**config.mk**
```make
export PLATFORM = sky130hd
export DESIGN_NAME = mac_accumulator
export DESIGN_NICKNAME = d
export VERILOG_FILES = /design/src/rtl/mac_accumulator.sv
export SDC_FILE = /design/constraint.sdc
export NUM_CORES = 1
export LEC_CHECK = 0
export ABC_AREA = 1
export BUFFER_PORTS_ARGS = -buffer_cell sky130_fd_sc_hd__buf_2
export CAP_MARGIN = 20
export CORE_MARGIN = 2
export CORE_UTILIZATION = 62
export CTS_CLUSTER_DIAMETER = 60
export DETAILED_ROUTE_END_ITERATION = 6
export HOLD_SLACK_MARGIN = 0.08
export PLACE_DENSITY = 0.95
export SYNTH_ARGS = -nofsm -noshare
export SYNTH_HDL_FRONTEND = slang
export SYNTH_SLANG_ARGS = --single-unit
```
**constraint.sdc**
```tcl
create_clock -name clk -period 5.25 [get_ports clk]
set_input_delay 0.2625 -clock clk [delete_from_list [all_inputs] [get_ports clk]]
set_output_delay 0.2625 -clock clk [all_outputs]
set_load 0.1 [all_outputs]
```
**src/rtl/mac_accumulator.sv**
```systemverilog
// Saturating signed multiply-accumulate stage: sums TERMS products (or fewer on
// flush) and holds the result over a valid/ready handshake until consumed.
module mac_accumulator #(
  parameter int PROD_W = 16,
  parameter int ACC_W  = 20,
  parameter int TERMS  = 8,
  parameter int CNT_W  = 8
) (
  input  logic              clk,
  input  logic              rst,
  input  logic              in_valid,
  output logic              in_ready,
  input  logic [PROD_W-1:0] product,
  input  logic              in_sub,
  input  logic              flush,
  output logic              out_valid,
  input  logic              out_ready,
  output logic [ACC_W-1:0]  acc_out,
  output logic [CNT_W-1:0]  term_cnt,
  output logic              ovf
);

  localparam logic [1:0] IDLE  = 2'd0;
  localparam logic [1:0] ACCUM = 2'd1;
  localparam logic [1:0] HOLD  = 2'd2;

  localparam logic [ACC_W-1:0] ACC_MAX = {1'b0, {(ACC_W-1){1'b1}}};
  localparam logic [ACC_W-1:0] ACC_MIN = {1'b1, {(ACC_W-1){1'b0}}};

  logic [1:0]       state;
  logic [ACC_W-1:0] acc;
  logic [CNT_W-1:0] cnt;
  logic             ovf_r;

  logic             accept;
  logic [ACC_W:0]   prod_ext;
  logic [ACC_W:0]   acc_ext;
  logic [ACC_W:0]   sum;
  logic             sum_ovf;
  logic [ACC_W-1:0] sum_sat;
  logic [CNT_W-1:0] cnt_inc;
  logic             last_term;

  assign in_ready  = (state != HOLD);
  assign out_valid = (state == HOLD);
  assign accept    = in_valid && in_ready;

  // One guard bit above ACC_W: overflow shows as disagreement of the top two bits.
  always_comb begin
    prod_ext  = {{(ACC_W+1-PROD_W){product[PROD_W-1]}}, product};
    acc_ext   = {acc[ACC_W-1], acc};
    sum       = in_sub ? (acc_ext - prod_ext) : (acc_ext + prod_ext);
    sum_ovf   = (sum[ACC_W] != sum[ACC_W-1]);
    sum_sat   = sum_ovf ? (sum[ACC_W] ? ACC_MIN : ACC_MAX) : sum[ACC_W-1:0];
    cnt_inc   = cnt + CNT_W'(1);
    last_term = (cnt_inc == CNT_W'(TERMS));
  end

  always_ff @(posedge clk) begin
    if (rst) begin
      state <= IDLE;
      acc   <= '0;
      cnt   <= '0;
      ovf_r <= 1'b0;
    end else begin
      case (state)
        IDLE, ACCUM: begin
          if (accept) begin
            acc   <= sum_sat;
            cnt   <= cnt_inc;
            ovf_r <= ovf_r | sum_ovf;
            state <= (last_term || flush) ? HOLD : ACCUM;
          end else if (flush && state == ACCUM) begin
            state <= HOLD;
          end
        end
        HOLD: begin
          if (out_ready) begin
            acc   <= '0;
            cnt   <= '0;
            ovf_r <= 1'b0;
            state <= IDLE;
          end
        end
        default: state <= IDLE;
      endcase
    end
  end

  assign acc_out  = acc;
  assign term_cnt = cnt;
  assign ovf      = ovf_r;

endmodule
```
======== Word level (Yosys, flattened, before mapping) ========
Index checks and enable logic that the tools add are counted.
cells by class
  add/sub/neg operators ................... 3
  equality and inequality tests ........... 8
  mux-type cells .......................... 17
  bitwise operators ....................... 1
  reduce and logical (&&, ||, !) cells .... 8
operator list
  operator                                               count
  2-to-1 mux 20 bit                                      4
  case mux 20 bit (2 select lines)                       1
  adder 20 x 16 -> 21 bit                                1
  2-to-1 mux 21 bit                                      1
  subtractor 20 x 16 -> 21 bit                           1
  2-to-1 mux 8 bit                                       2
  case mux 8 bit (2 select lines)                        1
  adder 8 x 1 -> 8 bit, second input constant            1
  equality test 8 x 4 -> 1 bit, second input constant    1
  2-to-1 mux 2 bit                                       4
  inequality test 2 bit, second input constant           2
  case mux 2 bit (2 select lines)                        1
  inequality test 3 bit, second input constant           1
  AND reduction 3 bit                                    1
  equality test 2 x 1 -> 1 bit, second input constant    1
  equality test 2 bit, second input constant             1
  logical AND 1 bit                                      2
  zero test 2 bit                                        1
  2-to-1 mux 1 bit                                       2
  inequality test 2 x 1 -> 1 bit, second input constant  1
  case mux 1 bit (2 select lines)                        1
  AND reduction 2 bit                                    1
  nonzero test 2 bit                                     1
  OR reduction 2 bit                                     1
  other kinds (3)                                        3
word-level totals
  register bits after elaboration ......... 31
  logic and storage cells ................. 41

======== Longest topological paths before layout ========
Gate-level depths: netlist of the first run.
  depth after elaboration ................. 6
  depth in mapped cells ................... 25
  depth with buffers taken out ............ 24

======== Worst setup path before layout of the first run ========
OpenSTA, ideal clock, no wires.
  kind .................................... flip-flop to flip-flop
  start ................................... register state[1]
  end ..................................... register state[1]
  library setup time ...................... 0.073 ns
  arrival time ............................ 3.342 ns
  required time ........................... 5.177 ns
  setup slack ............................. 1.834 ns
  stages on the path, launching flop included .. 6
  buffers on the path ..................... 0
  period minus slack after synthesis ...... 3.416 ns
  cell sequence ........................... dfxtp_1 > inv_1 > nor2_1 > inv_1 > or2_2 > a21oi_1
on the way
  elaborated cells on any way between the ends .. 12
  those cells by class .................... eq/ne (5); mux (2); reduce/logical (5)
RTL lines
  what                                      RTL line  source
  start: declaration                        30        logic [1:0] state;
  start signal: assignment                  72        state <= (last_term || flush) ? HOLD : ACCUM;
  equality test 2 bit (*)                   n/a
  net out_valid                             16        output logic out_valid,
  inequality test 2 x 1 -> 1 bit (no line)  n/a
  AND reduction 2 bit (no line)             n/a
Mark *: on every way through the listed nets, which the timed path passes. The rest lies on a longest branch.
A chain may end at the register's enable or synchronous reset.

======== Final worst setup path of the first run ========
  start ................................... input port product[0]
  end ..................................... register acc[6] (netlist: acc_out[6])
on the way
  longest elaborated chain between the ends .. 6
  elaborated cells on any way between the ends .. 8
  those cells by class .................... add/sub (2); eq/ne (1); mux (5)
ends and longest elaborated chain
  what                                                                            RTL line  source
  start: declaration                                                              13        input logic [PROD_W-1:0] product,
  adder 20 x 16 -> 21 bit / subtractor 20 x 16 -> 21 bit (equally long branches)  52        sum = in_sub ? (acc_ext - prod_ext) : (acc_ext + prod_ext);
  2-to-1 mux 21 bit (*)                                                           52
  2-to-1 mux 20 bit / inequality test 1 bit (equally long branches)               54, 53
  2-to-1 mux 20 bit (*)                                                           54        sum_sat = sum_ovf ? (sum[ACC_W] ? ACC_MIN : ACC_MAX) : sum[ACC_W-1:0];
  2-to-1 mux 20 bit (*)                                                           68        if (accept) begin
  case mux 20 bit (2 select lines) (*)                                            66        case (state)
  end signal: assignment                                                          69        acc <= sum_sat;
  end: declaration                                                                31        logic [ACC_W-1:0] acc;
Every way passes the cells marked *; elsewhere a longest branch is shown, timed or not. The select of a mux whose other input is x is not followed.

==> results of run 1 <==
-- layout make-up --
| type | count | area [um^2] |
|---|---|---|
| well taps | 70 | 87.6 |
| inverters | 66 | 250 |
| fillers | 451 | 1430 |
| repair buffers | 52 | 260 |
| multi-input cells | 400 | 2240 |
| clock inverters | 2 | 35.0 |
| clock buffers | 6 | 82.6 |
| flip-flops and latches | 31 | 621 |
-- where the power goes --
part | switching [mW] | internal (mW)
Combinational | 0.622 | 0.233
Clock | 0.102 | 0.154
Sequential | 0.0298 | 0.269
Total | 0.754 | 0.655
-- through the flow --
step	util	hold WS, ns	instances	setup slack [ns]	power, mW
after global routing	0.714	0.276	627	1.23	1.50
after detailed placement	0.691	0.470	619	1.30	1.15
final	0.714	0.239	627	1.55	1.41
after CTS	0.714	0.244	627	1.60	1.40
after floorplan	-	0.433	508	1.83	1.01
after global placement	0.691	0.463	619	1.42	1.13
-- routing by layer --
metal	GRT usage	vias to the layer above	part of all wire
met3	0.0437	24	0.056
met5	0	-	0
met4	0.123	0	0.026
met1	0.396	1539	0.44
li1	-	1740	-
met2	0.519	117	0.48
-- Yosys cell counts (5+ instances only) --
master | n | area [um^2]
a21oi_1 | 38 | 190
a21oi_2 | 12 | 105
a31oi_1 | 5 | 31.3
clkbuf_1 | 6 | 22.5
dfxtp_1 | 31 | 621
ha_1 | 22 | 275
inv_1 | 54 | 203
inv_2 | 8 | 30.0
nand2_1 | 153 | 574
nand2_2 | 15 | 93.8
nand3_1 | 37 | 185
nand3b_1 | 5 | 37.5
nand4_1 | 10 | 62.6
nor2_1 | 28 | 105
nor2_2 | 7 | 43.8
nor3_1 | 5 | 25.0
o21ai_0 | 10 | 50.1
or2_2 | 6 | 37.5
xnor2_1 | 13 | 114
xor2_1 | 16 | 140
-- layout by cell type, fill, tap and decap left out, types with 2 or more instances in the layout --
cell	count
o21bai_1	4
a31oi_1	5
nand2_1	153
xor2_1	16
a21oi_1	38
a21oi_2	12
buf_2	52
xnor2_1	13
clkinv_1	3
inv_1	54
ha_1	22
nand3_2	4
nand3b_1	5
inv_2	8
or2_2	6
nand4_1	10
nor2_1	28
clkbuf_8	6
nand3_1	37
and3_1	2
o31ai_1	2
o21ai_0	10
nand2_2	15
nor2_2	7
dfxtp_1	31
nor3_1	5
-- flip-flops by register name, indices dropped and copies added (netlist names) --
signal,cells
acc_out,20
term_cnt,8
ovf,1
state,2
-- critical path, cell delays in order --
cell and delay, ns:
buf_2 0.12, inv_1 0.08, ha_1 0.20, nand2_1 0.12
o31ai_1 0.38, o21ai_0 0.18, xor2_1 0.20, ha_1 0.38
nand2_1 0.09, inv_2 0.08, nand2_1 0.08, nor2_2 0.19
nand2_1 0.14, nand3_1 0.10, nand2_1 0.05, nand2_1 0.05
nand3_1 0.63, nand3_1 0.40, nand2_2 0.08, a21oi_2 0.11
-- kinds of logic (layout without fill, tap and decap cells) --
kind of cell    count (synthesis)  after routing  synth area share
xor+xnor                       29             29            0.0800
compound gates                 73             73             0.138
flops                          31             31             0.195
simple gates                  275            275             0.396
buf+inv                        77            126            0.0985
fa+ha+maj                      23             23            0.0930
-- worst paths after layout --
check	slack, ns	end	depth (start not counted)	from
setup / recovery	1.55	acc_out[6]	20	product[0]
hold / removal	0.24	state[1]	3	out_ready
setup reg to reg	2.33	acc_out[6]	13	acc_out[0]
hold reg to reg	0.48	acc_out[12]	2	acc_out[12]
==> results_dict.tcl, run 1 <==
set metrics [dict create \
    synthFlopType "dfxtp_1" \
    place.gp.congestion 1.01 \
    worst_ep_required_time_ns 5.48 \
    slew_headroom 0.406 \
    fin_area_um2 3580 \
    ioPinCount 53 \
    ir_drop_v 0.000263 \
    io_buffers 52 \
    syn_to_final_growth_pct 12.7 \
    postCtsResizedCells 0 \
    route.detailed.drc 0 \
    powerDensity_nw_per_um2 394 \
    netlist_area_um2 3180 \
    grt_pass1_wl_mm 13.6 \
    cts_tree "built" \
    via_per_inst 5.45 \
    drt_first_pass_iters 5 \
    antenna_found_initial 0 \
    start_util 0.634 \
    crit_arrival_ns 3.94 \
    synthCells 508 \
    rsz0062_at_grt "no" \
    drt_wl_total_mm 8.29 \
    clock_latency_ns 0.30 \
    row_count 26 \
    grt_pass1_vias 3118 \
    yosysWarnings 0 \
    overflow 0 \
    p_leak_nw 1.90 \
    die-area_um2 5710 \
    avgSynthCellArea_um2 6.25 \
    fin_tns_setup_ns 0 \
    cts_root_buffer "clkbuf_8" \
    fin_skew_ns 0.0134 \
    slew_violations 0 \
    hold_path.class "primary input to register" \
    end_kind "register" \
    cts_buffers 5 \
    grt_max_degree 30 \
    period_needed_ns 3.70 \
    period_share 0.706 \
    setup_viol 0 \
    synth_nets 553 \
    grt_usage 0.308 \
    drive_gt1_frac 0.206 \
    cts_buffer_depth 2 \
    core_area_um2 5010 \
    via_count 3420 \
    async_flop_share 0 \
    drt-initial-drc-count 243 \
    ys_ff_latch 31 \
    post_cts.repair.setup_buffers 0 \
    clkSlewWorstSetupHoldPaths_ns 0.07 \
    cts_max_level 2 \
    place_area_um2 3460 \
    yosys.cell_types.count 34 \
    die_width_um 75.6 \
    clock.fmax_mhz 270 \
    path_class "primary input to register" \
    hpwl_mm 6.47 \
    antenna_left 0 \
    start_kind "primary input" \
    tightestPinTransition_ns 0.888 \
    finalHoldViolCount 0 \
    synth_edf_count 0 \
    ys_seq_area_frac 0.195 \
    wl_per_cell_um 13.2 \
    crit_fanout 20 \
    cts_sinks 31 \
    maxCapViolations 0 \
    status "complete, no violations" \
    diodes 0 \
    fin_nets 601 \
    cts_hold_buffers 0 \
    die_y_um 75.6 \
]
(Power assumes the default switching activity.)
==> run 2: changes to the inputs <==
Settings changed: CORE_UTILIZATION 62 to 52, PLACE_DENSITY 0.95 to 0.88.
Clock period 5.25 ns to 3.1 ns, I/O delays scaled along.
==> run 2 against run 1 <==
Compared with the run above: combinational power grew 84%; clock-buffer cell count did not move; sequential power rose by 70%; cell count up 6.2%; design area grew 7.8%; power rose by 72%; non-clock buffer count rose by 35; hold slack got worse by 0.095 ns; routed wire length is 4.7% higher; clock power increased by 36%; critical path depth is 3 higher; worst setup slack worse by 1.2 ns; largest power group unchanged.
==> results_dict.tcl, run 2 (synthesized netlist as in run 1, its figures left out) <==
set metrics [dict create \
    status "complete, no violations" \
    cts_buffer_depth 2 \
    hpwl_mm 6.91 \
    drt_wl_total_mm 8.68 \
    clock_latency_ns 0.30 \
    start_kind "primary input" \
    worst_ep_required_time_ns 3.25 \
    cts_max_level 2 \
    period_share 0.899 \
    path_class "primary input to register" \
    hold_path.class "primary input to register" \
    whs_ns 0.144 \
    layout.cells.most_common "nand2_1" \
    finalHoldViolCount 0 \
    slew_headroom 0.490 \
    route.detailed.drc 0 \
    slew_violations 0 \
    row_count 28 \
    n_fill_cell 519 \
    die-area_um2 6750 \
    syn_to_final_growth_pct 21.5 \
    ir_drop_v 0.000388 \
    clock.fmax_mhz 359 \
    final.setup.worst_slack_ns 0.312 \
    drt_first_pass_iters 5 \
    drive_gt1_frac 0.262 \
    crit_chain "buf_2 > nor2_1 > nand2_1 > nor3_2 > nand2_1 > inv_1 > nand4_1 > nand2_1 > nand2_1 > nand2_1 > o21a_1 > ha_4 > a21oi_1 > nand2_1 > a21oi_2 > nand2_1 > nor2_2 > nand3_1 > nand3_1 > buf_4 > nand3_1 > nand2_2 > a21oi_2" \
    crit_fanout 11 \
    cts_buffers 5 \
    final_cell_mix "nand2_1, inv_1, buf_2" \
    io_buffers 52 \
    via_count 3580 \
    max_stage_delay_ns 0.24 \
    tightestPinTransition_ns 0.761 \
    diodes 0 \
    wl_per_cell_um 13.0 \
    grt_pass1_wl_mm 13.8 \
    largest_reg_flops 20 \
    grt_max_degree 30 \
    ioPinCount 53 \
    drt-initial-drc-count 220 \
    overflow 0 \
    antenna_left 0 \
    die_y_um 82.1 \
    cts_hold_buffers 0 \
    maxCapViolations 0 \
    antenna_found_initial 0 \
    cts_tree "built" \
    core_area_um2 5920 \
    cts_root_buffer "clkbuf_8" \
    dp_slack_ns -0.0823 \
    p_leak_nw 2.05 \
    powerDensity_nw_per_um2 628 \
    period_needed_ns 2.79 \
    r2r_slack_ns 0.76 \
    setup_viol 0 \
    cts_sinks 31 \
    via_per_inst 5.38 \
    fin_skew_ns 0.0115 \
    cpMostUsedCell "nand2_1" \
    die_width_um 82.1 \
    clkSlewWorstSetupHoldPaths_ns 0.07 \
    fin_nets 636 \
    crit_arrival_ns 2.94 \
    slowest_stage "ha_4" \
    grt_usage 0.263 \
    end_kind "register" \
    place.gp.congestion 0.924 \
    start_util 0.536 \
    grt_pass1_vias 3261 \
]
-- run 2: cell count changes in the layout (fill, tap and decap cells not counted), sizes merged --
cell and delta:
bufinv -1, buf +35
-- run 2: power by group --
group / internal [mW] / total, mW / switching, mW
logic: 0.485 / 1.57 / 1.08
clock network: 0.174 / 0.348 / 0.174
registers: 0.455 / 0.507 / 0.0521
-- run 2: layout make-up --
cell class	instances	area, um^2	area share
clock inverters	1	5.00	0.00130
clock buffers	6	82.6	0.0214
repair buffers	87	523	0.136
flip-flops and latches	31	621	0.161
inverters	66	253	0.0655
well taps	75	93.8	0.0243
multi-input cells	400	2280	0.591
-- run 2: what timing repair did --
item,CTS,global route
buffers inserted,0,1
endpoints found under the setup margin,0,20
gates resized for setup,0,8
-- run 2: worst max-delay path: cells and delay by family --
kind                     cells  cell delay, ns
buffers and inverters        3            0.39
AND/OR/NAND/NOR             15            1.48
AO/OA/AOI/OAI                4            0.66
adder cells (fa/ha/maj)      1            0.24
-- run 2: per-stage QoR --
step | total power [mW] | area [um^2] | instances | util | setup TNS [ns]
2_1_floorplan | 1.71 | 3180 | 508 | - | 0
3_3_place_gp | 2.01 | 3720 | 658 | 0.629 | -0.0193
3_5_place_dp | 2.04 | 3720 | 658 | 0.629 | -1.25
4_1_cts | 2.39 | 3810 | 665 | 0.644 | 0
5_1_grt | 2.57 | 3860 | 666 | 0.652 | -0.0181
6_report | 2.42 | 3860 | 666 | 0.652 | 0
-- run 2: worst paths after layout --
kind | from | cells past startpoint | end
worst max register to register | acc_out[0] | 15 | acc_out[17]
worst min-delay path | out_ready | 3 | state[1]
worst max-delay path | product[4] | 23 | acc_out[17]
worst min register to register | acc_out[12] | 2 | acc_out[12]
-- run 2: routing by layer --
layer	GRT usage	up-vias	part of all wire
li1	-	1812	-
met1	0.332	1652	0.44
met2	0.473	99	0.50
met3	0.0283	17	0.050
met4	0.0733	0	0.015
met5	0	-	0
